## src/rtl/tally_reader.sv

```systemverilog
// Post-poll result reader: scans every candidate slot of the ballot memory, streams one
// (candidate, count) record per slot, and latches winner / tie / no-votes / total summary.
module tally_reader #(
  parameter int NUM_CAND = 4,
  parameter int CAND_W   = 4,
  parameter int CNT_W    = 4,
  parameter int TOT_W    = 8
) (
  input  logic              clk,
  input  logic              initializer_n,
  input  logic              start,
  output logic              rd_en,
  output logic [CAND_W-1:0] rd_candidate,
  input  logic [CNT_W-1:0]  rd_count,
  output logic              out_valid,
  input  logic              out_ready,
  output logic [CAND_W-1:0] out_candidate,
  output logic [CNT_W-1:0]  out_count,
  output logic              busy,
  output logic              voting_lock,
  output logic              done,
  output logic [CAND_W-1:0] winner,
  output logic [CNT_W-1:0]  winner_count,
  output logic              tie,
  output logic              no_votes,
  output logic [TOT_W-1:0]  total_votes
);

  typedef enum logic [2:0] {
    S_IDLE,
    S_ADDR,
    S_CAPT,
    S_EMIT,
    S_DONE
  } state_t;

  localparam logic [CAND_W-1:0] LAST_IDX = CAND_W'(NUM_CAND - 1);

  state_t            state, state_nxt;
  logic [CAND_W-1:0] idx;
  logic [CNT_W-1:0]  cnt_q;
  logic [CNT_W-1:0]  max_q;
  logic [CAND_W-1:0] win_q;
  logic              tie_q;
  logic [TOT_W-1:0]  tot_q;
  logic [TOT_W:0]    tot_sum;
  logic [TOT_W-1:0]  tot_sat;

  // One extra carry bit detects overflow so the running total clamps at all-ones.
  assign tot_sum = {1'b0, tot_q} + (TOT_W + 1)'(rd_count);
  assign tot_sat = tot_sum[TOT_W] ? '1 : tot_sum[TOT_W-1:0];

  always_ff @(posedge clk or negedge initializer_n) begin
    if (!initializer_n) state <= S_IDLE;
    else                state <= state_nxt;
  end

  always_comb begin
    state_nxt = state;
    case (state)
      S_IDLE:  if (start) state_nxt = S_ADDR;
      S_ADDR:  state_nxt = S_CAPT;
      S_CAPT:  state_nxt = S_EMIT;
      S_EMIT:  if (out_ready) state_nxt = (idx == LAST_IDX) ? S_DONE : S_ADDR;
      S_DONE:  if (start) state_nxt = S_ADDR;
      default: state_nxt = S_IDLE;
    endcase
  end

  // The earliest slot to reach a new maximum keeps the win; later equal counts only flag a tie.
  always_ff @(posedge clk or negedge initializer_n) begin
    if (!initializer_n) begin
      idx   <= '0;
      cnt_q <= '0;
      max_q <= '0;
      win_q <= '0;
      tie_q <= 1'b0;
      tot_q <= '0;
    end else begin
      case (state)
        S_IDLE, S_DONE: begin
          if (start) begin
            idx   <= '0;
            max_q <= '0;
            win_q <= '0;
            tie_q <= 1'b0;
            tot_q <= '0;
          end
        end
        S_CAPT: begin
          cnt_q <= rd_count;
          tot_q <= tot_sat;
          if (rd_count > max_q) begin
            max_q <= rd_count;
            win_q <= idx;
            tie_q <= 1'b0;
          end else if ((rd_count == max_q) && (rd_count != '0)) begin
            tie_q <= 1'b1;
          end
        end
        S_EMIT: begin
          if (out_ready && (idx != LAST_IDX)) idx <= idx + CAND_W'(1);
        end
        default: ;
      endcase
    end
  end

  assign rd_en         = (state == S_ADDR);
  assign rd_candidate  = idx;
  assign out_valid     = (state == S_EMIT);
  assign out_candidate = idx;
  assign out_count     = cnt_q;
  assign busy          = (state == S_ADDR) || (state == S_CAPT) || (state == S_EMIT);
  assign voting_lock   = busy;
  assign done          = (state == S_DONE);
  assign winner        = win_q;
  assign winner_count  = max_q;
  assign tie           = tie_q;
  assign no_votes      = done && (max_q == '0);
  assign total_votes   = tot_q;

endmodule

```

## config.mk

```make
export PLATFORM = sky130hd
export DESIGN_NAME = tally_reader
export DESIGN_NICKNAME = d
export VERILOG_FILES = /design/src/rtl/tally_reader.sv
export SDC_FILE = /design/constraint.sdc
export NUM_CORES = 1
export LEC_CHECK = 0
export ABC_CLOCK_PERIOD_IN_PS = 2800
export CORE_MARGIN = 10
export CORE_UTILIZATION = 62
export CTS_CLUSTER_SIZE = 24
export DETAILED_ROUTE_END_ITERATION = 16
export DONT_BUFFER_PORTS = 1
export PLACE_DENSITY = 0.89
export SYNTH_ARGS = -nofsm -noshare
export SYNTH_HDL_FRONTEND = slang
export SYNTH_SLANG_ARGS = --single-unit
```

## constraint.sdc

```tcl
create_clock -name clk -period 2.8 [get_ports clk]
set_input_delay 0.42 -clock clk [delete_from_list [all_inputs] [get_ports clk]]
set_output_delay 0.42 -clock clk [all_outputs]
set_load 0.05 [all_outputs]
```

==> flow_metrics.tcl, run 1 <==
set metrics [dict create \
    root_buffer "clkbuf_4" \
    critPathLaunchType "register" \
    crit_arrival_ns 2.52 \
    cpPeakStageDelay_ns 0.49 \
    period_needed_ns 2.28 \
    drc 0 \
    drv_slew 0 \
    drtIter0Drc 112 \
    cts.htree.levels 1 \
    area_growth_pct 7.35 \
    grt_overflow 0 \
    n_antenna_cell 0 \
    syn_nets 182 \
    num_vias 1332 \
    wirelength_um 3850 \
    outcome "complete, no violations" \
    dp_hpwl_um 2930 \
    routedWlPerCell_um 19.3 \
    cts_buffers 3 \
    core_area_um2 2450 \
    post_cts_buffers 0 \
    placed_cell_area_um2 1650 \
    rsz0062_at_grt "no" \
    final_area_um2 1700 \
    worstPathCellList "ha_1 > fa_1 > a211oi_1 > nor2_1 > or4_1 > o211a_1" \
    end_kind "register" \
    ys_dominant_reg_cell "dfrtp_1" \
    fill_cells 174 \
    yosysSeqAreaShare_pct 44.2 \
    reg2reg_from "total_votes[0]" \
    slowest_stage "or4_1" \
    async_flop_share_pct 100 \
    ioPinCount 43 \
    hp-start "start" \
    path_clk_slew_ns 0.14 \
    r2r_end "total_votes[7]" \
    io_buffers 0 \
    holdPathEnd "out_candidate[2]" \
    cp_num_buf_inv 0 \
    row_count 18 \
    place_congestion 0.792 \
    max_freq_mhz 438 \
    dieArea_um2 4980 \
    nets 190 \
    grt_pass1_vias 1273 \
    cp_top_family "adder cells" \
    grt_pass1_wl_um 6270 \
    timing.slew.headroom_pct 43.6 \
    worst_pin_slew_ns 0.842 \
    ys_seq_elements 28 \
    initial_core_util_pct 64.5 \
    antenna_found_initial 0 \
    viasPerCell 6.66 \
    regToRegSetupSlack_ns 0.52 \
    syn_area_per_cell_um2 9.66 \
    setup-violations-final 0 \
    hp-class "input port to register" \
    ys_types 44 \
    die_w_um 70.5 \
    clockBufferDepth 2 \
    die_y_um 70.5 \
    clock_sinks 28 \
    instances_no_fill 200 \
    cts_tree "done" \
    crit_type "register to register" \
    dr.pass1.iters 4 \
    cap_violations 0 \
    post-route-period-util_pct 81.5 \
    dp.cells 195 \
    drive_gt1_share_pct 11.8 \
    fin_setup_tns_ns 0 \
    fin_skew_ns 0.00305 \
    crit_required_ns 3.03 \
    hold_ws_ns 0.156 \
    syn-cell-area_um2 1580 \
    hold_violations 0 \
    grt_start_max_net_pins 29 \
    drtAntennaViolNets 0 \
    critPathMaxFanout 3 \
    reg2regPathDepth 6 \
    synth_edf_count 0 \
    grt_usage_pct 15.1 \
    hold_depth 1 \
    syn_inst 164 \
    ys_warn_count 0 \
    insertion_delay_ns 0.33 \
]
[logic make-up (layout without fill, tap and decap cells)]
| group | Yosys count | count (layout) | synth area share, % |
|---|---|---|---|
| simple gates | 66 | 66 | 20.9 |
| compound gates | 40 | 40 | 18.4 |
| flops | 28 | 28 | 44.2 |
| buf+inv | 15 | 21 | 4.98 |
| fa+ha+maj | 10 | 10 | 8.37 |
| mux | 3 | 3 | 1.97 |
| xor+xnor | 2 | 2 | 1.11 |
[worst max path at each step]
stage                   start             end  slack, ns  depth (start not counted)
3_5_place_dp      rd_count[0]  total_votes[7]       0.50                          6
3_3_place_gp      rd_count[0]  total_votes[7]       0.57                          6
4_1_cts        total_votes[0]  total_votes[7]       0.52                          6
6_report       total_votes[0]  total_votes[7]       0.52                          6
2_1_floorplan  total_votes[0]  total_votes[7]       0.41                          6
5_1_grt        total_votes[0]  total_votes[7]       0.30                          6
[timing repair]
item                       4_1_cts  5_1_grt
setup endpoints to repair        0        0
hold buffers                     2        0
gates resized for setup          0        0
hold endpoints to repair        28        0
[registers in the layout, indices dropped and copies added (netlist names)]
signal	count
winner	4
total_votes	8
out_count	4
tie	1
out_candidate	4
winner_count	4
state	3
[layout by cell type (no fill, tap or decap), types with 3 or more instances in the layout]
| master | netlist | routed |
|---|---|---|
| a21o_1 | 5 | 5 |
| nand3_1 | 6 | 6 |
| nor2_1 | 8 | 7 |
| a22o_1 | 8 | 8 |
| clkbuf_4 | 0 | 3 |
| a21oi_1 | 6 | 6 |
| buf_4 | 5 | 10 |
| nor3_1 | 4 | 4 |
| and3_1 | 5 | 5 |
| ha_1 | 9 | 9 |
| dfrtp_1 | 28 | 28 |
| nand2_1 | 25 | 25 |
| o21ai_0 | 7 | 7 |
| inv_1 | 6 | 6 |
[area by class of cell]
class	instances	area, µm²	area share (%)
flip-flops and latches	28	701	41.2
multi-input cells	121	812	47.8
repair buffers	12	105	6.18
clock buffers	3	22.5	1.32
well taps	30	37.5	2.21
inverters	6	22.5	1.32
[Yosys cell counts (2+ instances only)]
| library cell | count | area, µm² |
|---|---|---|
| buf_4 | 5 | 37.5 |
| a21oi_1 | 6 | 30.0 |
| nor3b_1 | 3 | 22.5 |
| ha_1 | 9 | 113 |
| buf_2 | 3 | 15.0 |
| nand3_1 | 6 | 30.0 |
| o21ai_0 | 7 | 35.0 |
| nor3_1 | 4 | 20.0 |
| o21a_1 | 2 | 15.0 |
| nor2_1 | 8 | 30.0 |
| nand2b_1 | 2 | 12.5 |
| a22o_1 | 8 | 70.1 |
| a21o_1 | 5 | 37.5 |
| o31ai_1 | 2 | 15.0 |
| nand2_1 | 25 | 93.8 |
| nor2b_1 | 2 | 12.5 |
| inv_1 | 6 | 22.5 |
| xor2_1 | 2 | 17.5 |
| mux2i_1 | 2 | 20.0 |
| nand4_1 | 2 | 12.5 |
| dfrtp_1 | 28 | 701 |
| and3_1 | 5 | 31.3 |
[worst reg2reg max path, cell delays in order, from the launching register on]
cell      delay [ns]
dfrtp_1         0.41
ha_1            0.22
fa_1            0.42
a211oi_1        0.37
nor2_1          0.13
or4_1           0.49
o211a_1         0.14
[through the flow]
step,worst slack (ns),util [%]
after floorplan,0.408,-
after global placement,0.567,67.1
after detailed placement,0.501,67.1
after CTS,0.523,69.3
after global routing,0.304,69.3
final,0.518,69.3
[routing by layer]
metal	global-route usage, %	vias to the layer above	routed length (µm)
met4	8.17	0	134
met1	17.9	635	1450
met5	0	-	0
li1	-	605	-
met2	22.8	75	1800
met3	6.14	17	466
Power of run 1 is left out: the tool's default activity adds up to more than one toggle a clock period on the data nets, which glitch-free logic cannot reach.
==> run 2, diff against run 1 <==
--- a/config.mk
+++ b/config.mk
@@ -5,7 +5,7 @@
 export SDC_FILE = /design/constraint.sdc
 export NUM_CORES = 1
 export LEC_CHECK = 0
-export ABC_CLOCK_PERIOD_IN_PS = 2800
+export ABC_CLOCK_PERIOD_IN_PS = 2200
 export CORE_MARGIN = 10
 export CORE_UTILIZATION = 62
 export CTS_CLUSTER_SIZE = 24
==> constraint.sdc (replaced) <==
create_clock -name clk -period 2.2 [get_ports clk]
set_input_delay 0.33 -clock clk [delete_from_list [all_inputs] [get_ports clk]]
set_output_delay 0.33 -clock clk [all_outputs]
set_load 0.05 [all_outputs]
==> flow_metrics.tcl, run 2 (synthesis results as in run 1) <==
set metrics [dict create \
    io_buffers 0 \
    wirelength_um 4420 \
    final_area_um2 1830 \
    cts_tree "done" \
    dieArea_um2 4980 \
    dp_hpwl_um 3310 \
    rsz0062_at_grt "no" \
    grt_start_max_net_pins 29 \
    grt_overflow 0 \
    mostFrequentLayoutCells "dfrtp_1 (27), nand2_1 (25), buf_4 (23)" \
    critPathMaxFanout 3 \
    clockBufferDepth 2 \
    place_worst_setup_slack_ns 0.0900 \
    largest_reg_flops 8 \
    setup-violations-final 0 \
    critPathLaunch "total_votes[0]" \
    cp_top_family "adder cells" \
    die_y_um 70.5 \
    endpoint "total_votes[7]" \
    r2r_end "total_votes[7]" \
    regToRegSetupSlack_ns 0.08 \
    drtIter0Drc 124 \
    routedWlPerCell_um 20.5 \
    cap_violations 0 \
    irDropWorstVdd_mv 1.13 \
    num_vias 1432 \
    reg2reg_from "total_votes[0]" \
    reg2regPathDepth 6 \
    n_antenna_cell 0 \
    fin_skew_ns 0.00278 \
    core_area_um2 2450 \
    post-route-period-util_pct 96.3 \
    fin_util_pct 74.6 \
    final_common_cell "dfrtp_1" \
    max_freq_mhz 472 \
    crit_required_ns 2.44 \
    die_w_um 70.5 \
    cts.htree.levels 1 \
    fill_cells 154 \
    root_buffer "clkbuf_4" \
    worst_pin_slew_ns 0.524 \
    end_kind "register" \
    path_clk_slew_ns 0.15 \
    timing.slew.headroom_pct 65.0 \
    leakagePower_nw 0.934 \
    drc 0 \
    instances_no_fill 215 \
    initial_core_util_pct 64.5 \
    critPathLaunchType "register" \
    cp.depth 6 \
    dr.pass1.iters 5 \
    power_density_nw_per_um2 1730 \
    placed_cell_area_um2 1760 \
    crit_type "register to register" \
    nets 204 \
    antenna_found_initial 0 \
    row_count 18 \
    period_needed_ns 2.12 \
    worstPathCellList "ha_1 > fa_2 > a211oi_2 > nor2_1 > or4_1 > o211a_1" \
    clock_sinks 28 \
    hold_ws_ns 0.0682 \
    drv_slew 0 \
    setup_ws_ns 0.0807 \
    cts_buffers 3 \
    area_growth_pct 15.6 \
    dp.cells 208 \
    hp-class "input port to register" \
    insertion_delay_ns 0.33 \
    slowest_stage "or4_1" \
    grt_pass1_wl_um 7440 \
    ioPinCount 43 \
    cp_num_buf_inv 0 \
    crit_arrival_ns 2.36 \
    cpPeakStageDelay_ns 0.47 \
    grt_usage_pct 17.8 \
    fin_setup_tns_ns 0 \
    drtAntennaViolNets 0 \
    drive_gt1_share_pct 20.0 \
    outcome "complete, no violations" \
    fin_total_pwr_mw 3.17 \
    viasPerCell 6.66 \
    hold_violations 0 \
    grt_pass1_vias 1488 \
    place_congestion 0.812 \
]
==> run 2: where the power goes <==
group          leakage (nW)  switching (mW)  internal, mW
Clock                0.0150           0.154        0.0711
Combinational         0.557            1.29         0.593
Sequential            0.361           0.364         0.694
Total                 0.934            1.81          1.36
==> run 2: worst min path at each step <==
stage / start / cells past startpoint / slack (ns) / to
finish: start / 1 / 0.07 / out_candidate[2]
detailed placement: initializer_n / 0 / 0.04 / out_count[3]
global route: start / 1 / 0.07 / out_candidate[3]
global placement: initializer_n / 0 / 0.04 / out_count[3]
floorplan: initializer_n / 0 / 0.03 / out_candidate[0]
CTS: start / 1 / 0.07 / out_candidate[2]
==> run 2: area by class of cell <==
class                   instances  area (µm²)  share of cell area, %
repair buffers                 26         223                   12.2
inverters                       6        22.5                   1.23
multi-input cells             121         820                   44.8
well taps                      30        37.5                   2.05
flip-flops and latches         28         702                   38.3
clock buffers                   4        26.3                   1.44
==> run 2: worst reg2reg max path, cell delays in order (launching register included) <==
cell and delay (ns):
dfrtp_2 0.43, ha_1 0.21, fa_2 0.38, a211oi_2 0.29, nor2_1 0.11, or4_1 0.47, o211a_1 0.13
==> run 2: what timing repair did <==
item,in CTS,in global routing
gates resized for setup,0,1
endpoints found under the hold margin,28,0
setup endpoints to repair,0,1
hold buffers,2,0
buffers inserted,0,1
==> run 2: layer usage <==
metal  GRT usage (%)  part of all wire, %
met5               0                    0
met4            6.88                  1.8
met3            6.14                   11
met2            30.9                   51
met1            19.4                   36
(Power assumes the default switching activity.)
